==> src/rtl/buffer_controller_if.sv <==
// Control and status bundle between buffer_controller, the AHB slave, the USB RX/TX
// packet logic and the endpoint data buffer.
interface buffer_controller_if;
  logic [6:0] buffer_occupancy;
  logic       rx_packet_start;
  logic       rx_byte_valid;
  logic       rx_packet_done;
  logic       rx_packet_error;
  logic       ahb_read_req;
  logic       ahb_write_req;
  logic [1:0] ahb_size;
  logic       tx_send_req;
  logic       tx_byte_req;
  logic       tx_packet_done;
  logic       flush_req;
  logic       store_rx_packet_data;
  logic       get_rx_data;
  logic       store_tx_data;
  logic       get_tx_packet_data;
  logic [1:0] data_size;
  logic       clear;
  logic       buffer_reserved;
  logic       rx_data_ready;
  logic       tx_busy;
  logic       ahb_stall;
  logic       ahb_error;
  logic       rx_nak;
  logic       rx_error;

  modport slave (
    input  buffer_occupancy, rx_packet_start, rx_byte_valid, rx_packet_done,
           rx_packet_error, ahb_read_req, ahb_write_req, ahb_size, tx_send_req,
           tx_byte_req, tx_packet_done, flush_req,
    output store_rx_packet_data, get_rx_data, store_tx_data, get_tx_packet_data,
           data_size, clear, buffer_reserved, rx_data_ready, tx_busy, ahb_stall,
           ahb_error, rx_nak, rx_error
  );

  modport master (
    output buffer_occupancy, rx_packet_start, rx_byte_valid, rx_packet_done,
           rx_packet_error, ahb_read_req, ahb_write_req, ahb_size, tx_send_req,
           tx_byte_req, tx_packet_done, flush_req,
    input  store_rx_packet_data, get_rx_data, store_tx_data, get_tx_packet_data,
           data_size, clear, buffer_reserved, rx_data_ready, tx_busy, ahb_stall,
           ahb_error, rx_nak, rx_error
  );
endinterface

==> src/rtl/buffer_controller.sv <==
// Ownership/sequencing controller for the 64-byte endpoint buffer (RX writer, AHB, TX reader).
// Optional RX inter-byte watchdog: define BUFFER_CONTROLLER_RX_TIMEOUT_EN.
module buffer_controller #(
  parameter int BUFFER_DEPTH   = 64,
  parameter int TIMEOUT_CYCLES = 255
) (
  input logic             clk,
  input logic             n_rst,
  buffer_controller_if.slave bus
);

  typedef enum logic [2:0] {IDLE, RX_ACTIVE, RX_READY, TX_FILL, TX_SEND} state_t;

  localparam logic [6:0] DEPTH = 7'(BUFFER_DEPTH);

  if (TIMEOUT_CYCLES < 1 || TIMEOUT_CYCLES > 255) begin : g_bad_timeout
    $error("TIMEOUT_CYCLES must fit the 8-bit watchdog");
  end

  state_t     state, next_state;
  logic       clear_q, ahb_error_q, rx_nak_q, rx_error_q;
  logic       clear_d, ahb_error_d, rx_nak_d, rx_error_d;
  logic       store_rx, get_rx, store_tx, get_tx, stall;
  logic       rx_timeout;
  logic [6:0] occ, n_bytes, rx_count_after;

  assign occ            = bus.buffer_occupancy;
  assign n_bytes        = 7'(bus.ahb_size) + 7'd1;
  assign rx_count_after = occ + {6'd0, store_rx};

`ifdef BUFFER_CONTROLLER_RX_TIMEOUT_EN
  logic [7:0] rx_timer;

  // Held at zero outside RX_ACTIVE, so it reads 0 on the first RX_ACTIVE cycle.
  always_ff @(posedge clk) begin
    if (!n_rst || state != RX_ACTIVE || bus.rx_byte_valid) rx_timer <= 8'd0;
    else                                                   rx_timer <= rx_timer + 8'd1;
  end

  assign rx_timeout = (state == RX_ACTIVE) && !bus.rx_byte_valid &&
                      (rx_timer == 8'(TIMEOUT_CYCLES - 1));
`else
  assign rx_timeout = 1'b0;
`endif

  always_comb begin
    // NOTE: every signal gets a default here so no path leaves one unassigned (no latches).
    next_state  = state;
    store_rx    = 1'b0;
    get_rx      = 1'b0;
    store_tx    = 1'b0;
    get_tx      = 1'b0;
    stall       = 1'b0;
    clear_d     = 1'b0;
    ahb_error_d = 1'b0;
    rx_nak_d    = 1'b0;
    rx_error_d  = 1'b0;

    if (bus.flush_req) begin
      clear_d    = 1'b1;
      next_state = IDLE;
    end else begin
      unique case (state)
        IDLE: begin
          if (bus.rx_packet_start) begin
            next_state = RX_ACTIVE;
            stall      = bus.ahb_write_req;
          end else if (bus.ahb_write_req) begin
            store_tx   = 1'b1;
            next_state = TX_FILL;
          end
          if (bus.ahb_read_req) ahb_error_d = 1'b1;
        end
        RX_ACTIVE: begin
          stall = bus.ahb_read_req | bus.ahb_write_req;
          if (bus.rx_packet_error || rx_timeout) begin
            clear_d    = 1'b1;
            rx_error_d = 1'b1;
            next_state = IDLE;
          end else if (bus.rx_byte_valid && occ >= DEPTH) begin
            clear_d    = 1'b1;
            rx_error_d = 1'b1;
            next_state = IDLE;
          end else begin
            store_rx = bus.rx_byte_valid;
            // A byte landing with the done pulse counts toward the final occupancy.
            if (bus.rx_packet_done)
              next_state = (rx_count_after != 7'd0) ? RX_READY : IDLE;
          end
        end
        RX_READY: begin
          if (bus.ahb_read_req) begin
            if (occ >= n_bytes) begin
              get_rx = 1'b1;
              if (occ == n_bytes) next_state = IDLE;
            end else begin
              ahb_error_d = 1'b1;
            end
          end
          if (bus.ahb_write_req)   ahb_error_d = 1'b1;
          if (bus.rx_packet_start) rx_nak_d    = 1'b1;
        end
        TX_FILL: begin
          if (bus.ahb_write_req) begin
            if (occ + n_bytes <= DEPTH) store_tx    = 1'b1;
            else                        ahb_error_d = 1'b1;
          end
          if (bus.ahb_read_req)    ahb_error_d = 1'b1;
          if (bus.rx_packet_start) rx_nak_d    = 1'b1;
          if (bus.tx_send_req)     next_state  = TX_SEND;
        end
        TX_SEND: begin
          get_tx = bus.tx_byte_req && (occ != 7'd0);
          stall  = bus.ahb_write_req;
          if (bus.ahb_read_req)    ahb_error_d = 1'b1;
          if (bus.rx_packet_start) rx_nak_d    = 1'b1;
          if (bus.tx_packet_done) begin
            clear_d    = 1'b1;
            next_state = IDLE;
          end
        end
        default: next_state = IDLE;
      endcase
    end
  end

  // NOTE: sequential state uses non-blocking assignments so every flop samples pre-edge values.
  always_ff @(posedge clk) begin
    if (!n_rst) begin
      state       <= IDLE;
      clear_q     <= 1'b0;
      ahb_error_q <= 1'b0;
      rx_nak_q    <= 1'b0;
      rx_error_q  <= 1'b0;
    end else begin
      state       <= next_state;
      clear_q     <= clear_d;
      ahb_error_q <= ahb_error_d;
      rx_nak_q    <= rx_nak_d;
      rx_error_q  <= rx_error_d;
    end
  end

  assign bus.store_rx_packet_data = store_rx;
  assign bus.get_rx_data          = get_rx;
  assign bus.store_tx_data        = store_tx;
  assign bus.get_tx_packet_data   = get_tx;
  assign bus.ahb_stall            = stall;
  assign bus.data_size            = bus.ahb_size;
  assign bus.clear                = clear_q;
  assign bus.ahb_error            = ahb_error_q;
  assign bus.rx_nak               = rx_nak_q;
  assign bus.rx_error             = rx_error_q;
  assign bus.buffer_reserved      = (state == TX_FILL) || (state == TX_SEND);
  assign bus.rx_data_ready        = (state == RX_READY);
  assign bus.tx_busy              = (state == TX_SEND);

endmodule

==> src/flat_wrapper.sv <==
// flat-port wrapper written by rule: the top's interface ports become plain ports
module buffer_controller_flat 
#(
  parameter int BUFFER_DEPTH   = 64,
  parameter int TIMEOUT_CYCLES = 255
)
  (clk, n_rst, bus_buffer_occupancy, bus_rx_packet_start, bus_rx_byte_valid, bus_rx_packet_done, bus_rx_packet_error, bus_ahb_read_req, bus_ahb_write_req, bus_ahb_size, bus_tx_send_req, bus_tx_byte_req, bus_tx_packet_done, bus_flush_req, bus_store_rx_packet_data, bus_get_rx_data, bus_store_tx_data, bus_get_tx_packet_data, bus_data_size, bus_clear, bus_buffer_reserved, bus_rx_data_ready, bus_tx_busy, bus_ahb_stall, bus_ahb_error, bus_rx_nak, bus_rx_error);
  buffer_controller_if bus_i ();
  input logic clk;
  input logic n_rst;
  input wire logic [$bits(bus_i.buffer_occupancy)-1:0] bus_buffer_occupancy;
  input wire logic [$bits(bus_i.rx_packet_start)-1:0] bus_rx_packet_start;
  input wire logic [$bits(bus_i.rx_byte_valid)-1:0] bus_rx_byte_valid;
  input wire logic [$bits(bus_i.rx_packet_done)-1:0] bus_rx_packet_done;
  input wire logic [$bits(bus_i.rx_packet_error)-1:0] bus_rx_packet_error;
  input wire logic [$bits(bus_i.ahb_read_req)-1:0] bus_ahb_read_req;
  input wire logic [$bits(bus_i.ahb_write_req)-1:0] bus_ahb_write_req;
  input wire logic [$bits(bus_i.ahb_size)-1:0] bus_ahb_size;
  input wire logic [$bits(bus_i.tx_send_req)-1:0] bus_tx_send_req;
  input wire logic [$bits(bus_i.tx_byte_req)-1:0] bus_tx_byte_req;
  input wire logic [$bits(bus_i.tx_packet_done)-1:0] bus_tx_packet_done;
  input wire logic [$bits(bus_i.flush_req)-1:0] bus_flush_req;
  output wire logic [$bits(bus_i.store_rx_packet_data)-1:0] bus_store_rx_packet_data;
  output wire logic [$bits(bus_i.get_rx_data)-1:0] bus_get_rx_data;
  output wire logic [$bits(bus_i.store_tx_data)-1:0] bus_store_tx_data;
  output wire logic [$bits(bus_i.get_tx_packet_data)-1:0] bus_get_tx_packet_data;
  output wire logic [$bits(bus_i.data_size)-1:0] bus_data_size;
  output wire logic [$bits(bus_i.clear)-1:0] bus_clear;
  output wire logic [$bits(bus_i.buffer_reserved)-1:0] bus_buffer_reserved;
  output wire logic [$bits(bus_i.rx_data_ready)-1:0] bus_rx_data_ready;
  output wire logic [$bits(bus_i.tx_busy)-1:0] bus_tx_busy;
  output wire logic [$bits(bus_i.ahb_stall)-1:0] bus_ahb_stall;
  output wire logic [$bits(bus_i.ahb_error)-1:0] bus_ahb_error;
  output wire logic [$bits(bus_i.rx_nak)-1:0] bus_rx_nak;
  output wire logic [$bits(bus_i.rx_error)-1:0] bus_rx_error;
  assign bus_i.buffer_occupancy = bus_buffer_occupancy;
  assign bus_i.rx_packet_start = bus_rx_packet_start;
  assign bus_i.rx_byte_valid = bus_rx_byte_valid;
  assign bus_i.rx_packet_done = bus_rx_packet_done;
  assign bus_i.rx_packet_error = bus_rx_packet_error;
  assign bus_i.ahb_read_req = bus_ahb_read_req;
  assign bus_i.ahb_write_req = bus_ahb_write_req;
  assign bus_i.ahb_size = bus_ahb_size;
  assign bus_i.tx_send_req = bus_tx_send_req;
  assign bus_i.tx_byte_req = bus_tx_byte_req;
  assign bus_i.tx_packet_done = bus_tx_packet_done;
  assign bus_i.flush_req = bus_flush_req;
  assign bus_store_rx_packet_data = bus_i.store_rx_packet_data;
  assign bus_get_rx_data = bus_i.get_rx_data;
  assign bus_store_tx_data = bus_i.store_tx_data;
  assign bus_get_tx_packet_data = bus_i.get_tx_packet_data;
  assign bus_data_size = bus_i.data_size;
  assign bus_clear = bus_i.clear;
  assign bus_buffer_reserved = bus_i.buffer_reserved;
  assign bus_rx_data_ready = bus_i.rx_data_ready;
  assign bus_tx_busy = bus_i.tx_busy;
  assign bus_ahb_stall = bus_i.ahb_stall;
  assign bus_ahb_error = bus_i.ahb_error;
  assign bus_rx_nak = bus_i.rx_nak;
  assign bus_rx_error = bus_i.rx_error;
  buffer_controller #(.BUFFER_DEPTH(BUFFER_DEPTH), .TIMEOUT_CYCLES(TIMEOUT_CYCLES)) u_core (.clk(clk), .n_rst(n_rst), .bus(bus_i));
endmodule
==> config.mk <==
export PLATFORM = sky130hd
export DESIGN_NAME = buffer_controller_flat
export DESIGN_NICKNAME = d
export VERILOG_FILES = /design/src/rtl/buffer_controller_if.sv /design/src/rtl/buffer_controller.sv /design/src/flat_wrapper.sv
export SDC_FILE = /design/constraint.sdc
export NUM_CORES = 1
export LEC_CHECK = 0
export BUFFER_PORTS_ARGS = -buffer_cell sky130_fd_sc_hd__buf_4
export CAP_MARGIN = 20
export CELL_PAD_IN_SITES_DETAIL_PLACEMENT = 2
export CELL_PAD_IN_SITES_GLOBAL_PLACEMENT = 2
export CORE_MARGIN = 2
export CORE_UTILIZATION = 27
export DETAILED_ROUTE_END_ITERATION = 16
export PLACE_DENSITY = 0.9
export SLEW_MARGIN = 30
export SYNTH_ARGS = -nofsm -noshare
export SYNTH_HDL_FRONTEND = slang
export SYNTH_SLANG_ARGS = --single-unit
==> constraint.sdc <==
create_clock -name clk -period 3.7 [get_ports clk]
set_input_delay 0.185 -clock clk [delete_from_list [all_inputs] [get_ports clk]]
set_output_delay 0.185 -clock clk [all_outputs]
set_load 0.01 [all_outputs]
; ---- Yosys cells after proc, flatten, opt, wreduce, memory -nomap -nowiden
; Cells that the tools add are included.
[op_classes]
add_sub_neg = 3
n_lt_le_gt_ge = 3
n_eq_ne = 12
mux = 45
bitwise = 4
n_reduce_logical = 12
[ops]
columns = op, count
row1 = 3-bit two-way mux, 10
row2 = 1-bit two-way mux, 29
row3 = 3-bit one-hot mux with 5 select lines, 1
row4 = 7-bit nonzero test, 2
row5 = 3-bit OR reduction, 3
row6 = 7-bit by 1-bit adder with 7-bit output, 1
row7 = 7-bit adder, 1
row8 = 7-bit equality test, 1
row9 = 7-bit >= comparator, 1
row10 = 7-bit >= comparator (second input constant), 1
row11 = 7-bit less-or-equal comparator (second input constant), 1
row12 = 7-bit AND reduction, 1
row13 = 3-bit by 2-bit equality test with 1-bit output (second input constant), 2
row14 = 2-bit != test (second input constant), 3
row15 = 1-bit one-hot mux with 3 select lines, 2
row16 = 2-bit by 1-bit != test with 1-bit output (second input constant), 2
row17 = 4-bit by 3-bit != test with 1-bit output (second input constant), 1
row18 = 1-bit one-hot mux with 2 select lines, 2
row19 = 2-bit OR reduction, 2
row20 = 2-bit by 1-bit adder with 3-bit output (second input constant), 1
row21 = 3-bit by 1-bit equality test with 1-bit output (second input constant), 1
row22 = 3-bit equality test (second input constant), 1
row23 = 3-bit logical NOT, 1
row24 = 3-bit != test (second input constant), 1
row25 = 5 further kinds, 8
[totals]
ff_bits = 7
input_bits = 21
elab_cells = 84

; ---- Depth between registers and ports, before layout
; Gate-level depths: netlist (run 1).
[depth]
word_depth = 13
ltp_mapped = 10

; ---- Worst setup path after synthesis (run 1)
; Ideal clock, no wire load.
[synth_timing]
path_type = reg2reg
from = register u_core.state[0]
to = register u_core.state[1]
setup_ns = 0.128
t_arrival_ns = 2.520
setup_slack_ns = 1.052
path_stages_with_launch = 10
period_less_slack_ns = 2.648
cell_sequence = dfxtp_1 buf_6 or4b_4 nor4b_1 ha_1 ha_1 nor2_1 o211ai_1 a221oi_1 o32ai_1
[synth_between]
elab_chain_len = 10
[synth_lines]
columns = element, line
row1 = from (decl), buffer_controller.sv:20  ; state_t state, next_state;
row2 = from (signal assigned), buffer_controller.sv:136  ; state <= next_state;
row3 = 3-bit by 1-bit equality test with 1-bit output, buffer_controller.sv:63  ; unique case (state)
row4 = 1-bit two-way mux, buffer_controller.sv:63
row5 = 1-bit two-way mux, buffer_controller.sv:59  ; if (bus.flush_req) begin
row6 = named net bus_store_rx_packet_data, flat_wrapper.sv:23  ; output wire logic [$bits(bus_i.store_rx_packet_data)-1:0] bus_store_rx_packet_data;
row7 = 7-bit by 1-bit adder with 7-bit output, buffer_controller.sv:29  ; assign rx_count_after = occ + {6'd0, store_rx};
row8 = 7-bit nonzero test, buffer_controller.sv:88  ; next_state = (rx_count_after != 7'd0) ? RX_READY : IDLE;
row9 = 2-bit two-way mux, buffer_controller.sv:88
row10 = 3-bit two-way mux, buffer_controller.sv:87  ; if (bus.rx_packet_done)
row11 = 3-bit two-way mux, buffer_controller.sv:80  ; end else if (bus.rx_byte_valid && occ >= DEPTH) begin
row12 = 3-bit two-way mux, buffer_controller.sv:76  ; if (bus.rx_packet_error || rx_timeout) begin
row13 = 3-bit one-hot mux with 5 select lines, buffer_controller.sv:63
; The timed path passes the listed nets, and every way through them passes these cells. The select of a mux whose other input is x is not followed.
; A chain may end at the register's enable or synchronous reset.

; ---- Worst setup path in the final report (run 1)
[layout_timing]
from = register u_core.state[0]
to = register u_core.state[1]
[layout_between]
elab_chain_len = 10
[layout_lines]
columns = element, line
row1 = 3-bit by 1-bit equality test with 1-bit output, buffer_controller.sv:63
row2 = 1-bit two-way mux, buffer_controller.sv:63
row3 = 1-bit two-way mux, buffer_controller.sv:59
row4 = 7-bit by 1-bit adder with 7-bit output, buffer_controller.sv:29
row5 = 7-bit nonzero test, buffer_controller.sv:88
row6 = 2-bit two-way mux, buffer_controller.sv:88
row7 = 3-bit two-way mux, buffer_controller.sv:87
row8 = 3-bit two-way mux, buffer_controller.sv:80
row9 = 3-bit two-way mux, buffer_controller.sv:76
row10 = 3-bit one-hot mux with 5 select lines, buffer_controller.sv:63
; Several ways; a longest one is shown, not always the timed one. The select of a mux whose other input is x is not followed.

==> results.cfg, run 1 <==
[status]
status = complete, no violations

[layout]
nFillCells = 373
antennaDiodeCount = 0
area_delta_synth_final_pct = 34.80
fin_nets = 181
final_area_um2 = 1154
drive_gt1_share_pct = 29.05
mostFrequentLayoutCells = buf_4, nand2_1, nor2_1, a21oi_1
final_common_cell = buf_4

[routing]
drt-initial-drc-count = 7
drc = 0
viasPerCell = 5.146
vias = 988
routed_wl_um = 3201
wire_per_inst_um = 16.67
firstDrtPassIters = 4
ant_nets = 0

[critical_path]
startpoint_type = register
endpoint_kind = register
path_max_fanout = 9
required_ps = 3840
worstPathArrival_ps = 2900
r2r_slack_ps = 940
path_class = reg2reg

[die]
die_area_um2 = 3636
die_h_um = 60.30
ios = 35
initial_core_util_pct = 28.26
coreArea_um2 = 3028
fp.dieW_um = 60.30
core.rowCount = 20

[sta]
max_freq_ghz = 0.3623
rsz0062_at_grt = false
slew_headroom_pct = 71.41
final_max_slew_viol_count = 0
fin_crit_ps = 2760
finalSetupViolCount = 0
final-hold-violation-count = 0
min_period_over_period_pct = 74.61
worst_pin_slew_ps = 422.9
fin_setup_tns_ps = 0
skew_ps = 3.260

[clock_network]
numCtsBuffers = 3
cts_sinks = 7
post-cts-setup-buffers = 0
cts_buffer_depth = 2
clk_latency_ps = 260
clockRootBuffer = clkbuf_4
cts-hold-fix-buffers = 0
htree_levels = 1
cts_tree = yes
clk_pin_slew_ps = 60
post_cts_resized = 0

[job]
cap_violations = 0

[global_routing]
grt_max_degree = 13
grt_remaining_overflow = 0
antenna_found_initial = 0
grt_pass1_wl_um = 5292
grt_pass1_vias = 1135
grtUsageTotal_pct = 19.59

[power_and_ir_drop]
irDropWorstVdd_uv = 62.23
p_leak_nw = 0.5036
powerDensity_nw_per_um2 = 219.5

[synth]
syn_area_um2 = 855.8
avgSynthCellArea_um2 = 7.442
ys.warnings.count = 0
synth-seq-cells = 7
ys_types = 38
yosysSeqAreaShare_pct = 16.37
ys_async_sr_fraction_pct = 0
syn_inst = 115
ys_dominant_reg_cell = dfxtp_1
synth_nets = 147
synth_edf_count = 0

[place]
placed_area_um2 = 1127
io_buffer_count = 34
hpwl_um = 2735
gp_congestion = 0.8499

[min_path]
hp-class = in2reg
worst paths after layout:
check,from,to,depth (start not counted)
min,bus_tx_send_req,u_core.state[2],3
min reg2reg,u_core.state[0],u_core.state[0],2
max,u_core.state[0],u_core.state[1],9
max reg2reg,u_core.state[0],u_core.state[1],9
through the flow:
| stage | hold slack (ps) | cells | utilization, % | setup WS [ps] | total power [W] |
|---|---|---|---|---|---|
| floorplan | 301.1 | 115 | - | 1052 | 0.0001356 |
| global placement | 438.0 | 188 | 37.23 | 1172 | 0.0001762 |
| detailed placement | 442.2 | 188 | 37.23 | 940.9 | 0.0001825 |
| CTS | 185.1 | 192 | 38.10 | 895.8 | 0.0002546 |
| global route | 179.7 | 192 | 38.10 | 680.4 | 0.0002689 |
| finish | 177.6 | 192 | 38.10 | 939.6 | 0.0002532 |
area by class of cell:
class | instances | area, um^2 | share of cell area, %
Timing Repair Buffer | 34 | 255.2 | 22.13
Clock buffer | 4 | 26.28 | 2.278
Inverter | 10 | 37.54 | 3.254
Tap cell | 44 | 55.05 | 4.772
Multi-Input combinational cell | 93 | 639.4 | 55.42
Sequential cell | 7 | 140.1 | 12.15
state kept, by name, summed over array words and instances (netlist names):
name	cells
u_core.bus.ahb_error	1
u_core.bus.clear	1
u_core.bus.rx_error	1
u_core.bus.rx_nak	1
u_core.state	3
report_power, final:
group          total [W]  leakage, nW  switching [W]  internal (W)
clock          0.0000732       0.0150      0.0000318     0.0000414
sequential     0.0000828       0.0572     0.00000417     0.0000786
combinational  0.0000972        0.431      0.0000525     0.0000448
total           0.000253        0.504      0.0000884      0.000165
synth_stat cells, types with 2 or more instances:
| library cell | n | area, um^2 |
|---|---|---|
| dfxtp_1 | 7 | 140.1 |
| nand3_1 | 3 | 15.01 |
| inv_1 | 10 | 37.54 |
| o21ai_0 | 4 | 20.02 |
| a211oi_1 | 3 | 22.52 |
| ha_1 | 10 | 125.1 |
| nor2b_1 | 2 | 12.51 |
| buf_4 | 3 | 22.52 |
| or4_1 | 2 | 15.01 |
| a221oi_1 | 2 | 17.52 |
| nand2b_1 | 4 | 25.02 |
| nor2_1 | 12 | 45.04 |
| nand2_1 | 13 | 48.80 |
| nor4b_1 | 2 | 17.52 |
| o21bai_1 | 2 | 15.01 |
| o211ai_1 | 3 | 22.52 |
| a21oi_1 | 12 | 60.06 |
cells by family after synthesis:
family | Yosys count | synth area share [%]
DFF | 7 | 16.37
xor gates and xnor gates | 1 | 1.024
buffers and inverters | 15 | 8.918
and+or+nand+nor | 47 | 29.24
AOI/OAI and AO/OA | 34 | 27.49
adders and majority gates | 11 | 16.96
worst max-delay path, stage by stage (launching register included):
cell      delay, ps
dfxtp_1         480
or4b_4          540
nor4b_1         400
ha_1            290
ha_1            220
nand4_1         100
o21ai_0         170
a211oi_1        100
a221oi_1        210
o32ai_1         120
per-layer routing:
metal,routed length (um),track usage [%]
met3,158,3.030
met1,1282,20.88
met2,1732,39.44
met5,0,0
met4,27,4.444
Note: power is estimated with default switching activity, not from simulation.
==> inputs of run 2 (changes only) <==
Settings changed: ABC_AREA from default to 1, CORE_UTILIZATION 27 to 23, PLACE_DENSITY 0.9 to 0.85.
Clock period 3.7 ns to 2.8 ns, I/O delays scaled along.
==> run 2 against run 1 <==
First-iteration DRC count rose to 5.4 times the previous value. Critical path type unchanged. Critical endpoint unchanged. Power rose by 62%. Die area grew 26%. Global-route usage shrank 2.9 points. Largest cell class unchanged. Largest power group unchanged. Non-clock buffer count unchanged.
==> results.cfg, run 2 <==
[status]
status = complete, no violations

[global_routing]
grt_max_degree = 8
grt_pass1_wl_um = 5685
grt_remaining_overflow = 0
grt_pass1_vias = 1228
antenna_found_initial = 0
grtUsageTotal_pct = 16.72

[layout]
final_area_um2 = 1280
largest-register = u_core.state
antennaDiodeCount = 0
mostFrequentLayoutCells = nand2_1, buf_4, inv_1
area_delta_synth_final_pct = 37.32
nFillCells = 506
drive_gt1_share_pct = 24.00
final_common_cell = nand2_1
largest_register_ff_count = 3
fin_nets = 233

[clock_network]
htree_levels = 1
post_cts_resized = 0
post-cts-setup-buffers = 0
cts_tree = yes
cts_buffer_depth = 2
clk_pin_slew_ps = 40
cts_sinks = 7
clk_latency_ps = 230
clockRootBuffer = clkbuf_8
cts-hold-fix-buffers = 0
numCtsBuffers = 3

[routing]
routed_wl_um = 3394
drc = 0
viasPerCell = 4.672
vias = 1168
firstDrtPassIters = 4
wl_met1_um = 1635
met2_length_um = 1600
top_layer_used = met4
drt-initial-drc-count = 38
ant_nets = 0
wl_met3_um = 124
wire_per_inst_um = 13.58

[synth]
synth_most_common_cell = nand2_1
yosysSeqAreaShare_pct = 15.03
avgSynthCellArea_um2 = 5.684
ys_types = 23
ys_async_sr_fraction_pct = 0
syn_inst = 164
synth-seq-cells = 7
yosys-top-cells-area = nand2_1, dfxtp_1, ha_1
ys.warnings.count = 0
synth_edf_count = 0
synth_top_area_share_pct = 19.33
synth_area_leader_cell = nand2_1
ys_dominant_reg_cell = dfxtp_1
synth_nets = 196
ys_top_cells_by_count = nand2_1, inv_1, nor2_1
syn_area_um2 = 932.1

[place]
hpwl_um = 2868
dp_slack_ps = 427.5
io_buffer_count = 34
gp_congestion = 0.8394
placed_area_um2 = 1235

[critical_path]
max_stage_delay_ps = 380
path_class = reg2reg
worstSetupStartpoint = u_core.state[1]
startpoint_type = register
worstPathArrival_ps = 2470
required_ps = 2910
r2r_start = u_core.state[1]
crit_top_cell = nand2_1
cp_slowest_cell = nor3_1
path_max_fanout = 5
crit_chain = inv_1 -> nand3_1 -> nor3_1 -> ha_1 -> ha_1 -> nor2_1 -> inv_1 -> nor2_1 -> nand2_1 -> nand2_1 -> nand2_1 -> nand2_1 -> nand2_1 -> nand2_1 -> a21oi_1
endpoint_kind = register

[sta]
worst_pin_slew_ps = 486.7
fin_setup_tns_ps = 0
rsz0062_at_grt = false
fin_crit_ps = 2360
setup_slack_ps = 440.4
final-hold-violation-count = 0
slew_headroom_pct = 67.38
min_period_over_period_pct = 84.27
max_freq_ghz = 0.4238
finalSetupViolCount = 0
final_max_slew_viol_count = 0
skew_ps = 1.528

[die]
die_h_um = 67.66
coreArea_um2 = 3943
core.rowCount = 23
die_area_um2 = 4578
fp.dieW_um = 67.66
ios = 35
initial_core_util_pct = 23.64

[power_and_ir_drop]
internal_power_w = 0.0002669
pwr-share-comb_pct = 38.3
clkPwrFrac_pct = 35.2
pwr-share-seq_pct = 26.6
powerDensity_nw_per_um2 = 319.9
irDropWorstVdd_uv = 171.8
p_leak_nw = 0.7181
p_switching_w = 0.0001425
switching_share_pct = 34.81

[min_path]
worstHoldStart = n_rst
hp-class = in2reg

[job]
cap_violations = 0
run 2: cell count changes in the layout (fill, tap and decap cells not counted), moves of 3 or more:
cell,before,now
nand2_1,13,48
inv_1,10,31
nand3_1,3,12
nor2_1,12,19
a21oi_1,12,8
nand2b_1,4,0
a211oi_1,3,0
clkbuf_4,3,0
clkbuf_8,0,3
o21ai_0,4,7
run 2: cell families (layout without fill, tap and decap cells):
| kind of cell | after synthesis | in the layout | share of synthesized area, % |
|---|---|---|---|
| AND/OR/NAND/NOR | 92 | 92 | 43.09 |
| buffers and inverters | 35 | 71 | 14.90 |
| AO/OA/AOI/OAI | 19 | 19 | 11.41 |
| adder cells (fa/ha/maj) | 11 | 11 | 15.57 |
| flip-flops | 7 | 7 | 15.03 |
run 2: critical path: cells and delay by family, from the launching register on:
family	cells	cell delay, ps
flops	1	340
simple gates	10	1130
fa+ha+maj	2	480
buf+inv	2	200
compound gates	1	70
run 2: power by group through the flow:
stage	Sequential, W	Combinational (W)	Clock (W)
floorplan	0.000110	0.0000894	0
global placement	0.000110	0.000151	0
detailed placement	0.000110	0.000156	0
CTS	0.000109	0.000159	0.000149
global route	0.000109	0.000180	0.000158
finish	0.000109	0.000157	0.000144
run 2: area by class of cell:
| class | count | area [um^2] | area share, % |
|---|---|---|---|
| clock buffers | 4 | 45.04 | 3.519 |
| well taps | 50 | 62.56 | 4.888 |
| multi-input cells | 122 | 653.1 | 51.03 |
| flip-flops and latches | 7 | 140.1 | 10.95 |
| repair buffers | 34 | 255.2 | 19.94 |
| inverters | 33 | 123.9 | 9.677 |
run 2: worst paths after layout:
| kind | to | slack [ps] | cells after the start |
|---|---|---|---|
| worst max-delay path | u_core.state[1] | 440 | 15 |
| worst min-delay path | u_core.bus.clear | 160 | 3 |
| worst max register to register | u_core.state[1] | 440 | 15 |
| worst min register to register | u_core.state[1] | 550 | 2 |
run 2: through the flow:
| stage | total power (W) | instances | hold WS (ps) | utilization, % |
|---|---|---|---|---|
| 2_1_floorplan | 0.0001997 | 164 | 264.4 | - |
| 3_3_place_gp | 0.0002609 | 246 | 368.6 | 31.32 |
| 3_5_place_dp | 0.0002664 | 246 | 405.3 | 31.32 |
| 4_1_cts | 0.0004173 | 250 | 165.6 | 32.47 |
| 5_1_grt | 0.0004462 | 250 | 183.6 | 32.47 |
| 6_report | 0.0004095 | 250 | 161.3 | 32.47 |
run 2: per-layer routing:
layer / GRT usage (%) / vias up
met3: 3.667 / 5
met4: 3.061 / 0
met1: 22.56 / 563
li1: - / 580
met5: 0 / -
met2: 27.33 / 20
==> inputs of run 3 (changes only) <==
Settings changed: ABC_AREA 1 to 0, CORE_UTILIZATION 23 to 25.
Clock period 2.8 ns to 2.2 ns, I/O delays scaled along.
==> run 3 against run 2 <==
The flow now finishes with violations (negative setup slack). First-iteration DRC count shrank 39%. Count of clock-buffer cells in the layout unchanged. Fmax increased by 0.21%. Power grew 10%. Critical path depth shrank 6. Clock power shrank 8%. Cell count is 19% lower. Utilization increased by 5.6 points. Sequential share of layout area increased by 0.36 points. Non-clock buffer count increased by 8. Flip-flop and latch count stayed put. Largest power group unchanged.
==> results.cfg, run 3 (synthesized netlist as in run 1, its figures left out) <==
[status]
status = finished with violations
violations = negative setup slack

[layout]
finish.utilization_pct = 38.10
antennaDiodeCount = 0
largest_register_ff_count = 3
final_common_cell = buf_4
drive_gt1_share_pct = 37.82
area_delta_synth_final_pct = 47.37
fin_nets = 189
mostFrequentLayoutCells = buf_4, nand2_1, nor2_1, a21oi_1, inv_1
largest-register = u_core.state

[clock_network]
cts_tree = yes
clk_latency_ps = 270
cts_buffer_depth = 2
htree_levels = 1
numCtsBuffers = 3
clockRootBuffer = clkbuf_4
clk_pin_slew_ps = 70
cts-hold-fix-buffers = 0
cts_sinks = 7

[global_routing]
antenna_found_initial = 0
grt_max_degree = 12
grt_pass1_vias = 1157
grtUsageTotal_pct = 17.57
grt_pass1_wl_um = 5575
grt_remaining_overflow = 0

[sta]
fin_setup_tns_ps = -154.5
finalSetupViolCount = 1
final-hold-violation-count = 0
skew_ps = 6.117
slew_headroom_pct = 70.16
hold_ws_ps = 92.01
final_max_slew_viol_count = 0
rsz0062_at_grt = true
worst_pin_slew_ps = 441.4
min_period_over_period_pct = 107.0
setup_slack_ps = -154.5
max_freq_ghz = 0.4247
fin_crit_ps = 2355

[critical_path]
endpoint_kind = register
cp_top_family = simple AND/OR/NAND/NOR gates
worstPathArrival_ps = 2500
reg2regPathDepth = 9
path_class = reg2reg
required_ps = 2340
max_stage_delay_ps = 540
reg2reg_to = u_core.state[1]
path_max_fanout = 3
r2r_slack_ps = -150
crit_buf_inv = 0
r2r_start = u_core.state[2]
cp_slowest_cell = or4b_4
crit_chain = or4b_4 -> nor4b_4 -> ha_2 -> ha_4 -> nand4_1 -> o21ai_1 -> a211oi_1 -> a221oi_1 -> o32ai_1
startpoint_type = register

[power_and_ir_drop]
power_w = 0.0004505
clkPwrFrac_pct = 29.5
internal_power_w = 0.0002880
pwr-share-comb_pct = 40.6
pwr-share-seq_pct = 29.9
irDropWorstVdd_uv = 93.47
p_leak_nw = 0.5489
p_switching_w = 0.0001625
switching_share_pct = 36.07
powerDensity_nw_per_um2 = 357.2

[place]
gp_congestion = 0.7952
hpwl_um = 2844
io_buffer_count = 34

[die]
die_h_um = 62.51
fp.dieW_um = 62.51
ios = 35
initial_core_util_pct = 25.85
core.rowCount = 21
die_area_um2 = 3908
coreArea_um2 = 3311

[routing]
ant_nets = 0
firstDrtPassIters = 4
viasPerCell = 5.094
drc = 0
drt-initial-drc-count = 23
wire_per_inst_um = 16.03
routed_wl_um = 3239
vias = 1029

[job]
cap_violations = 0

[min_path]
worstHoldStart = bus_rx_packet_start
hold_end = u_core.bus.rx_nak
hp-class = in2reg
holdPathStages = 3
## run 3: cell count changes in the layout (fill, tap and decap cells not counted), sizes merged, moves of 3 or more
cell	change
a211oi	+3
nand3	-10
buf	+8
inv	-23
o21ai	-3
a21oi	+4
nand2	-36
nor3	-3
nor2	-9
nand2b	+4
## run 3: worst max path at each step
stage	from	endpoint	slack, ps	cells after the start
floorplan	u_core.state[0]	u_core.state[1]	-160	9
global placement	u_core.state[1]	u_core.state[1]	-50	8
detailed placement	u_core.state[1]	u_core.state[1]	-260	9
CTS	u_core.state[2]	u_core.state[1]	-170	9
global route	u_core.state[1]	u_core.state[1]	-270	9
finish	u_core.state[2]	u_core.state[1]	-150	9
## run 3: per-stage QoR
step	std cells	setup WS [ps]	area, um^2
2_1_floorplan	115	-157.6	870.8
3_3_place_gp	198	-46.20	1205
3_5_place_dp	198	-264.1	1205
4_1_cts	202	-172.6	1260
5_1_grt	202	-265.9	1261
6_report	202	-154.5	1261
## run 3: layout make-up
| class | count | area, um^2 |
|---|---|---|
| fillers | 396 | 2049 |
| multi-input cells | 93 | 681.9 |
| flip-flops and latches | 7 | 142.6 |
| inverters | 10 | 37.54 |
| well taps | 46 | 57.56 |
| repair buffers | 42 | 315.3 |
| clock buffers | 4 | 26.28 |
## run 3: routing by layer
metal / GRT usage [%] / wire length, um / vias up
met5: 0 / 0 / -
met1: 19.56 / 1299 / 493
li1: - / - / 496
met2: 32.93 / 1731 / 31
met3: 3.063 / 152 / 9
met4: 6.667 / 55 / 0
## run 3: timing repair
item / 4_1_cts / 5_1_grt
gates resized for setup: 8 / 1
pin swaps: 2 / 0
buffers inserted: 0 / 0
cloned: 0 / 0
setup endpoints to repair: 2 / 2
## run 3: tightest hold or removal path, cell delays in order
cell and delay (ps):
buf_4 120, nand2_1 50, a21oi_1 30
## run 3: power by group through the flow
stage | clock [W] | sequential, W | combinational (W)
after floorplan | 0 | 0.000138 | 0.0000912
after global placement | 0 | 0.000137 | 0.000170
after detailed placement | 0 | 0.000137 | 0.000182
after CTS | 0.000133 | 0.000135 | 0.000187
after global routing | 0.000136 | 0.000135 | 0.000204
final | 0.000133 | 0.000135 | 0.000183
